$ cat config.mk
export PLATFORM = sky130hd
export DESIGN_NAME = scale_sweep_ctrl
export DESIGN_NICKNAME = d
export VERILOG_FILES = /design/src/rtl/face_det_pkg.sv /design/src/rtl/sat_counter.sv /design/src/rtl/scale_sweep_ctrl.sv
export SDC_FILE = /design/constraint.sdc
export NUM_CORES = 1
export LEC_CHECK = 0
export ABC_AREA = 1
export CAP_MARGIN = 40
export CORE_MARGIN = 4
export CORE_UTILIZATION = 55
export DETAILED_ROUTE_END_ITERATION = 12
export GPL_TIMING_DRIVEN = 0
export PLACE_DENSITY = 0.84
export RECOVER_POWER = 50
export SLEW_MARGIN = 10
export SYNTH_ARGS = -nofsm -noshare
export SYNTH_HDL_FRONTEND = slang
export SYNTH_HIERARCHICAL = 1
export SYNTH_SLANG_ARGS = --single-unit
$ cat constraint.sdc
create_clock -name clk -period 3.2 [get_ports clk]
set_clock_uncertainty 0.2 [all_clocks]
set_input_delay 0.32 -clock clk [delete_from_list [all_inputs] [get_ports clk]]
set_output_delay 0.32 -clock clk [all_outputs]
set_load 0.05 [all_outputs]
$ cat src/rtl/face_det_pkg.sv
// Shared types and constants for the face-detection sweep control path.
package face_det_pkg;

    localparam int unsigned SCALE_W    = 5;
    localparam int unsigned MAX_SCALES = 1 << SCALE_W;

    typedef enum logic [2:0] {
        IDLE     = 3'd0,
        SCALE    = 3'd1,
        CLASSIFY = 3'd2,
        NEXT     = 3'd3,
        DONE     = 3'd4
    } state_e;

endpackage

$ cat src/rtl/sat_counter.sv
// Saturating up-counter with synchronous clear; holds at all-ones.
module sat_counter #(
    parameter int unsigned W = 8
) (
    input  logic         clk,
    input  logic         rst_n,
    input  logic         clr_i,
    input  logic         inc_i,
    output logic [W-1:0] cnt_o
);

    logic [W-1:0] cnt_q, cnt_d;

    always_comb begin
        cnt_d = cnt_q;
        if (clr_i)
            cnt_d = '0;
        else if (inc_i && (cnt_q != '1))
            cnt_d = cnt_q + W'(1);
    end

    always_ff @(posedge clk or negedge rst_n) begin
        if (!rst_n) cnt_q <= '0;
        else        cnt_q <= cnt_d;
    end

    assign cnt_o = cnt_q;

endmodule

$ cat src/rtl/scale_sweep_ctrl.sv
// Frame sweep sequencer: waits for a loaded frame, runs every scale round and feeds windows to the classifier.
// Optional macro EARLY_EXIT_EN: first detected face ends the frame immediately.
module scale_sweep_ctrl
    import face_det_pkg::*;
#(
    parameter int unsigned NUM_SCALES = 12,
    parameter int unsigned CNT_W      = 8
) (
    input  logic               clk,
    input  logic               rst,
    input  logic               ram_full,
    input  logic               scaler_end,
    input  logic               win_full,
    input  logic               clf_done,
    input  logic               clf_face,
    output logic               scaler_en,
    output logic [SCALE_W-1:0] round_scale,
    output logic               clf_start,
    output logic               face_found,
    output logic               face_status,
    output logic [CNT_W-1:0]   face_count,
    output logic               frame_done,
    output logic               busy
);

    localparam logic [SCALE_W-1:0] LAST_SCALE = SCALE_W'(NUM_SCALES - 1);

    state_e             state_q;
    logic [SCALE_W-1:0] round_q;
    logic               end_q, armed_q;
    logic               scaler_en_q, clf_start_q, face_found_q;
    logic               face_status_q, frame_done_q, busy_q;
    logic               start_frame, face_hit;

    assign start_frame = (state_q == IDLE) && armed_q && ram_full;
    assign face_hit    = (state_q == CLASSIFY) && clf_done && clf_face;

    always_ff @(posedge clk or negedge rst) begin
        if (!rst) begin
            state_q       <= IDLE;
            round_q       <= '0;
            end_q         <= 1'b0;
            armed_q       <= 1'b1;
            scaler_en_q   <= 1'b0;
            clf_start_q   <= 1'b0;
            face_found_q  <= 1'b0;
            face_status_q <= 1'b0;
            frame_done_q  <= 1'b0;
            busy_q        <= 1'b0;
        end else begin
            clf_start_q  <= 1'b0;
            face_found_q <= 1'b0;
            frame_done_q <= 1'b0;
            case (state_q)
                IDLE: begin
                    if (!ram_full) armed_q <= 1'b1;
                    if (start_frame) begin
                        round_q       <= '0;
                        face_status_q <= 1'b0;
                        scaler_en_q   <= 1'b1;
                        busy_q        <= 1'b1;
                        state_q       <= SCALE;
                    end
                end
                SCALE: begin
                    if (win_full) begin
                        // Coincident end is remembered so the window is classified first.
                        end_q       <= scaler_end;
                        scaler_en_q <= 1'b0;
                        clf_start_q <= 1'b1;
                        state_q     <= CLASSIFY;
                    end else if (scaler_end) begin
                        scaler_en_q <= 1'b0;
                        state_q     <= NEXT;
                    end
                end
                CLASSIFY: begin
                    if (scaler_end) end_q <= 1'b1;
                    if (clf_done) begin
                        face_found_q <= clf_face;
                        if (clf_face) face_status_q <= 1'b1;
                        if (end_q || scaler_end) begin
                            state_q <= NEXT;
                        end else begin
                            scaler_en_q <= 1'b1;
                            state_q     <= SCALE;
                        end
`ifdef EARLY_EXIT_EN
                        // Later assignments override the normal continuation above.
                        if (clf_face) begin
                            end_q        <= 1'b0;
                            scaler_en_q  <= 1'b0;
                            frame_done_q <= 1'b1;
                            state_q      <= DONE;
                        end
`endif
                    end
                end
                NEXT: begin
                    end_q <= 1'b0;
                    if (round_q == LAST_SCALE) begin
                        frame_done_q <= 1'b1;
                        state_q      <= DONE;
                    end else begin
                        round_q     <= round_q + SCALE_W'(1);
                        scaler_en_q <= 1'b1;
                        state_q     <= SCALE;
                    end
                end
                DONE: begin
                    armed_q <= 1'b0;
                    busy_q  <= 1'b0;
                    state_q <= IDLE;
                end
                default: begin
                    scaler_en_q <= 1'b0;
                    busy_q      <= 1'b0;
                    state_q     <= IDLE;
                end
            endcase
        end
    end

    sat_counter #(.W(CNT_W)) u_face_cnt (
        .clk   (clk),
        .rst_n (rst),
        .clr_i (start_frame),
        .inc_i (face_hit),
        .cnt_o (face_count)
    );

    assign scaler_en   = scaler_en_q;
    assign round_scale = round_q;
    assign clf_start   = clf_start_q;
    assign face_found  = face_found_q;
    assign face_status = face_status_q;
    assign frame_done  = frame_done_q;
    assign busy        = busy_q;

endmodule

Word-level counts from Yosys, hierarchy flattened --
Cells that the tools add are included.
Word-level totals: register bits 24, input bits 7, output and inout bits 19, logic and storage cells 85
Cells by class: add/subtract/negate cells 2, equal/unequal tests 15, muxes and demuxes 35, bitwise operators 2, reduce and logical (&&, ||, !) cells 20
Operators by type and width (count):
- 2-to-1 mux 1 bit | 18
- 2-to-1 mux 8 bit | 2
- != test 2 bit (second input constant) | 8
- 2-to-1 mux 3 bit | 5
- case mux 3 bit (4 select lines) | 1
- 2-to-1 mux 5 bit | 2
- case mux 5 bit (2 select lines) | 1
- AND reduction 3 bit | 3
- adder 8 x 1 -> 8 bit (second input constant) | 1
- != test 8 bit (second input constant) | 1
- nonzero test 2 bit | 4
- equality test 3 x 2 -> 1 bit (second input constant) | 2
- case mux 1 bit (2 select lines) | 3
- AND reduction 6 bit | 1
- adder 5 x 1 -> 5 bit (second input constant) | 1
- equality test 5 x 4 -> 1 bit (second input constant) | 1
- logical AND 1 bit | 5
- case mux 1 bit (5 select lines) | 1
- AND reduction 2 bit | 2
- AND reduction 4 bit | 1
- equality test 3 x 1 -> 1 bit (second input constant) | 1
- equality test 3 bit (second input constant) | 1
- zero test 3 bit | 1
- != test 3 bit (second input constant) | 1
- 6 further kinds | 7

Longest topological paths before layout --
depth after elaboration 6, depth in mapped cells 10, depth with buffers taken out 10

Hierarchy --
The synthesis kept the hierarchy.
By module, submodules not included:
- scale_sweep_ctrl | instances 1, cells each 112, area each 873.3 um^2, sequential area each 401.6 um^2
- sat_counter | instances 1, cells each 74, area each 511.7 um^2, sequential area each 200.2 um^2

Worst setup path before layout --
OpenSTA, ideal clock, no wires.
path kind reg-to-reg, from register state_q[2], to register u_face_cnt.cnt_q[7] (netlist: u_face_cnt/cnt_o[7]), setup time 0.113 ns, arrival time 1.573 ns, required time 2.887 ns, path slack 1.313 ns, cell stages (with the launch flop) 11, buffers on the path 0, period minus slack after synthesis 1.887 ns, cell sequence dfrtp_1 > inv_1 > nand2_2 > nor2_1 > nand2_1 > nor2_1 > inv_1 > a21oi_1 > nand3_1 > nand2_1 > inv_1
Between the ends: longest elaborated chain between the ends 5, elaborated cells between the ends (all ways) 9, classes of those cells eq/ne: 1; mux: 1; reduce/logical: 7
Ends and longest elaborated chain:
- from (decl) | RTL line scale_sweep_ctrl.sv:28 | state_e state_q;
- from (signal assigned) | RTL line scale_sweep_ctrl.sv:40 | state_q <= IDLE;
- from (signal assigned) | RTL line scale_sweep_ctrl.sv:62 | state_q <= SCALE;
- from (signal assigned) | RTL line scale_sweep_ctrl.sv:71 | state_q <= CLASSIFY;
- equality test 3 x 2 -> 1 bit | RTL line scale_sweep_ctrl.sv:36 | assign face_hit = (state_q == CLASSIFY) && clf_done && clf_face;
- logical AND 1 bit (2 in series) | RTL line scale_sweep_ctrl.sv:36
- named net face_hit | RTL line scale_sweep_ctrl.sv:33 | logic start_frame, face_hit;
- logical AND 1 bit | RTL line sat_counter.sv:18 | else if (inc_i && (cnt_q != '1))
- nonzero test 2 bit (no source line)
- to (signal assigned) | RTL line sat_counter.sv:24 | else cnt_q <= cnt_d;
- to (decl) | RTL line sat_counter.sv:12 | logic [W-1:0] cnt_q, cnt_d;
The timed path passes the listed nets, and every way through them passes these cells. A chain may end at the register's enable or synchronous reset.

Worst setup path after layout --
from register state_q[0], to register u_face_cnt.cnt_q[3] (netlist: u_face_cnt/cnt_o[3])
Between the ends: elaborated cells between the ends (all ways) 9, classes of those cells eq/ne: 1; mux: 1; reduce/logical: 7
RTL lines:
- zero test 3 bit * | RTL line scale_sweep_ctrl.sv:35 | assign start_frame = (state_q == IDLE) && armed_q && ram_full;
- logical AND 1 bit * (2 in series) | RTL line scale_sweep_ctrl.sv:35
- named net start_frame | RTL line scale_sweep_ctrl.sv:33
- 2-to-1 mux 8 bit / nonzero test 2 bit (equally long branches)
The timed path passes the listed nets; every way through them passes the cells marked *.

==> metrics.txt <==
vias in the first global route 1294; maximum vdd ir drop 0.0007120 V; Yosys top cell by area dfrtp_1; largest net degree at the start of global routing 15; top cells by count, synth nand2_1, dfrtp_1, inv_1; H-Tree Level Count 1; First-pass DRT Iterations 5; ys async rst share 1.000; min Tclk post-route 2.392 ns; final hold vios 0; IO Count 26; Worst-path clk slew 0.15 ns; count leader, synth nand2_1; maximum clock rate 418.0 MHz; Setup WS pre-CTS 0.8702 ns; PD cells 816.2 nW/um^2; Die Y 58.18 um; row count 17; total of max-cap violations 0; crit path capture type register; fin nets 226; finished layout cell area 1704 sq um; fin crit share 0.7476; initial antenna violation count 0; final WL 3252 um; Via density 5.594; CP Launch Type register; most frequent CP cell nand2_1; post-synthesis sequential element count 24; outcome completed; total power 1.391 mW; GRT Total Usage 0.2120; die area 3385 sq um; RSZ-0062 raised after global routing no; slew margin rel. 0.5818; CP required 3.23 ns; Area growth, synth to finish 23.03%; Syn Nets 195; Post-DP HPWL 2526 um; grt ovf 0; diode count 0; synth warn 6; Arrival @ worst endpoint 2.42 ns; per-cell routed wire length 13.33 um; Seq/Total Area, Yosys 0.4345; Max clock buf depth 2; max reg flops 8; CP cell instances nor2_1, nand2_1, nor2_1, inv_1, nand2_4, clkinv_4, nand2_1, nand2_1; Num CTS Buffers 3; Post-CTS Hold Buffers 0; 1st-iter DRT viols 61; post-layout util 0.7418; DRC Markers 0; Worst Setup Slack, final 0.8076 ns; layout cells sized above 1 0.08333; top cell type's share of synthesized area 0.4155; Worst Hold Class input port to async pin; Final Non-Filler Cells 244; synthesized area 1385 sq um; Worst Path Max Fanout 8; max-slew violation count 0; Core ar. 2297 sq um; library cells used by synthesis 26; worst setup path class register to register; Root Buffer clkbuf_4; clock sinks 24; Crit-path slowest cell dfrtp_1; Final GP Congestion 0.8997; largest cells by area after synthesis dfrtp_1, nand2_1, nand3_1; Pleak 0.8065 nW; Port Buffers 25; Hold Slack 0.2171 ns; Vias 1365; fillers 193; Most used DFF post-synth dfrtp_1; worst-skew pair later-pin latency 0.32 ns; Critical Path Max Stage Delay 0.51 ns; endpoints failing setup 0; Area after DPL 1685 sq um; Gate Count Post-Synth 186; setup bufs post-CTS 0; placed cells 240; Post-synth EDFFs 0; Initial Util 0.6029; setup TNS 0 ns; post-route ant nets 0; post-CTS sizing 0; first-pass GRT wire length 5630 um; Avg Inst Size Synth 7.447 sq um; width of the die 58.18 um; Worst-Margin Slew 0.6273 ns; TritonCTS clock tree done
==> final timing paths <==
kind | cells after the start | to | startpoint | slack [ns]
worst min-delay path | 1 | u_face_cnt/cnt_o[3] | rst | 0.22
max in group asynchronous | 2 | busy | rst | 1.62
worst max-delay path | 8 | u_face_cnt/cnt_o[3] | state_q[0] | 0.81
worst max register to register | 8 | u_face_cnt/cnt_o[3] | state_q[0] | 0.81
worst min register to register | 2 | scaler_en | scaler_en | 0.29
min in group clk | 2 | scaler_en | scaler_en | 0.29
==> cell type report <==
cell class | count | area, sq um | share of cell area
multi-input cells | 136 | 658.1 | 0.3862
flip-flops and latches | 24 | 601.8 | 0.3532
repair buffers | 26 | 254.0 | 0.1490
inverters | 26 | 102.6 | 0.06021
well taps | 28 | 35.03 | 0.02056
clock inverters | 1 | 30.03 | 0.01762
clock buffers | 3 | 22.52 | 0.01322
==> critical path, delay by kind of cell (launching register included) <==
kind | cells | cell delay (ns)
simple gates | 6 | 1.27
flops | 1 | 0.51
buf+inv | 2 | 0.33
==> layer usage <==
metal | vias up | part of all wire | global-route usage | routed length (um)
li1 | 656 | - | - | -
met1 | 648 | 0.44 | 0.2775 | 1435
met2 | 54 | 0.48 | 0.3565 | 1575
met3 | 7 | 0.059 | 0.03341 | 193
met4 | 0 | 0.014 | 0.06954 | 47
met5 | - | 0 | 0 | 0
==> cells in the final DEF, fill, tap and decap left out, types with 6 or more instances in the layout <==
cell type / count
nor2_1: 22
inv_1: 23
nand3_1: 21
nand2_1: 56
o21ai_1: 6
dfrtp_1: 23
clkdlybuf4s50_1: 24
a21oi_1: 6
==> kinds of logic after synthesis <==
kind of cell | Yosys count | synth area share
simple gates | 112 | 0.3794
buf+inv | 26 | 0.07408
flops | 24 | 0.4345
compound gates | 21 | 0.08763
xor+xnor | 1 | 0.006325
fa+ha+maj | 2 | 0.01806
==> power breakdown <==
part	total [mW]	switching (mW)	internal, mW
sequential	0.468	0.0931	0.375
combinational	0.700	0.473	0.227
clock	0.223	0.0959	0.127
total	1.39	0.662	0.729
(Power assumes the default switching activity.)
==> RTL edit, RTL diff (same flow settings) <==
Re-encode `state_e` (5 states) as one-hot, 5 bits wide.
--- a/src/rtl/face_det_pkg.sv
+++ b/src/rtl/face_det_pkg.sv
@@ -6,8 +6,8 @@
 
-    typedef enum logic [2:0] {
-        IDLE     = 3'd0,
-        SCALE    = 3'd1,
-        CLASSIFY = 3'd2,
-        NEXT     = 3'd3,
-        DONE     = 3'd4
+    typedef enum logic [4:0] {
+        IDLE     = 5'b00001,
+        SCALE    = 5'b00010,
+        CLASSIFY = 5'b00100,
+        NEXT     = 5'b01000,
+        DONE     = 5'b10000
     } state_e;
Behaviour: no difference found for any inputs over 10 cycles, from zero or initial values and one cycle with rst low; not proved beyond that.
==> RTL edit against the unedited design <==
  * Design area rose by 0.51%
  * Setup slack better by 0.12 ns
  * Power fell by 24%
  * Wire length is 7.5% lower
  * Sequential cell count increased by 2
  * Sequential power fell by 6.4%
  * Synthesized area increased by 0.18%
  * Largest cell class is now flip-flops and latches
==> RTL edit: results (changes against the unedited design) <==
Status -> finished clean
Crit path DAT -> 2.28 ns (-0.14 ns)
P_sw -> 0.4587 mW (-31%)
Post-CTS sizing -> 0 (unchanged)
Pint -> 0.6000 mW (-18%)
First-pass GRT wire length -> 5326 um (-5.4%)
1st-iter DRT viols -> 68 (+11%)
Post-synthesis sequential area ratio -> 0.4707 (+0.03619)
Routed len/inst -> 12.59 um (-5.6%)
Pin count of the biggest net entering global routing -> 19 (+4)
Top post-synthesis cells by count -> nand2_1 (51), inv_1 (25), dfrtp_1 (24)
Top area cells in the synthesized netlist -> dfrtp_1 (43%), nand2_1 (14%), nand3_1 (7.9%), inv_1 (6.8%), nor2_1 (4.3%)
Layout cells sized above 1 -> 0.09479 (+0.01145)
Reg2Reg Setup Slack -> 0.93 ns (+0.12 ns)
Clock Tree Buf Depth -> 2 (unchanged)
Count of cell types in the netlist -> 25 (-3.8%)
Compound-Gate Fraction of Synth Area -> 0.06943 (-0.01819)
Worst r2r src -> state_q[0]$_DFFE_PN1P_
Placed Area -> 1700 um^2 (+0.89%)
Vias per cell -> 5.343 (-4.5%)
Combinational group power -> 0.458 mW (-35%)
Worst reg2reg path depth -> 9 (+1)
Routed via count -> 1277 (-6.4%)
Adder-Cell Fraction of Synth Area -> 0.01803 (-0.00003258)
Post-Synth XOR/XNOR Area -> 0.01262 (+0.006301)
CTS Buf Count -> 3 (unchanged)
Setup Slack @ Placement -> 0.9693 ns (+0.09912 ns)
Worst hold margin -> 0.1512 ns (-0.06590 ns)
Worst slew margin -> 0.3517 (-0.2301)
Gr usage total -> 0.2011 (-0.01087)
Final GP Congestion -> 0.8923 (-0.82%)
Fmax -> 441.0 MHz (+5.5%)
Leakage power -> 0.8687 nW (+7.7%)
Async SR Flop Fraction -> 1.000 (unchanged)
Syn_area_per_cell -> 7.666 um^2 (+2.9%)
Initial antenna violation count -> 0 (unchanged)
Vias in the first global route -> 1244 (-3.9%)
Fin nets -> 221 (-2.2%)
Peak supply drop -> 0.5852 mV (-18%)
Clock Power -> 0.163 mW (-27%)
Clk Latency, worst-skew pair -> 0.31 ns
Placed Cells -> 235 (-2.1%)
Half-perimeter wire length after placement -> 2331 um (-7.7%)
Synthesized Nets -> 190 (-2.6%)
I/O Buffers -> 25 (unchanged)
Number of diodes -> 0 (unchanged)
RTL edit: worst max-delay path, cell delays in order (launching register included):
cell	delay [ns]
dfstp_2	0.59
inv_1	0.05
nor2_1	0.12
nand3_1	0.14
nor2_1	0.46
inv_1	0.23
nand2_4	0.17
clkinv_4	0.08
nand2_1	0.06
nand2_1	0.05
RTL edit: cell families after synthesis:
logic type	count (synthesis)
and+or+nand+nor	107
DFF	26
AOI/OAI and AO/OA	17
xor gates and xnor gates	2
buffers and inverters	27
adders and majority gates	2
RTL edit: layer usage:
| metal | routed length, um | track usage |
|---|---|---|
| met1 | 1295 | 0.2426 |
| met2 | 1568 | 0.3565 |
| met3 | 118 | 0.02895 |
| met4 | 27 | 0.08278 |
| met5 | 0 | 0 |
RTL edit: cell type report:
type / count / area [um^2]
Multi-Input combinational cell: 128 / 628.1
Sequential cell: 26 / 653.1
Fill cell: 187 / 584.3
Tap cell: 28 / 35.03
Timing Repair Buffer: 26 / 254.0
Clock buffer: 4 / 36.28
Inverter: 27 / 106.4
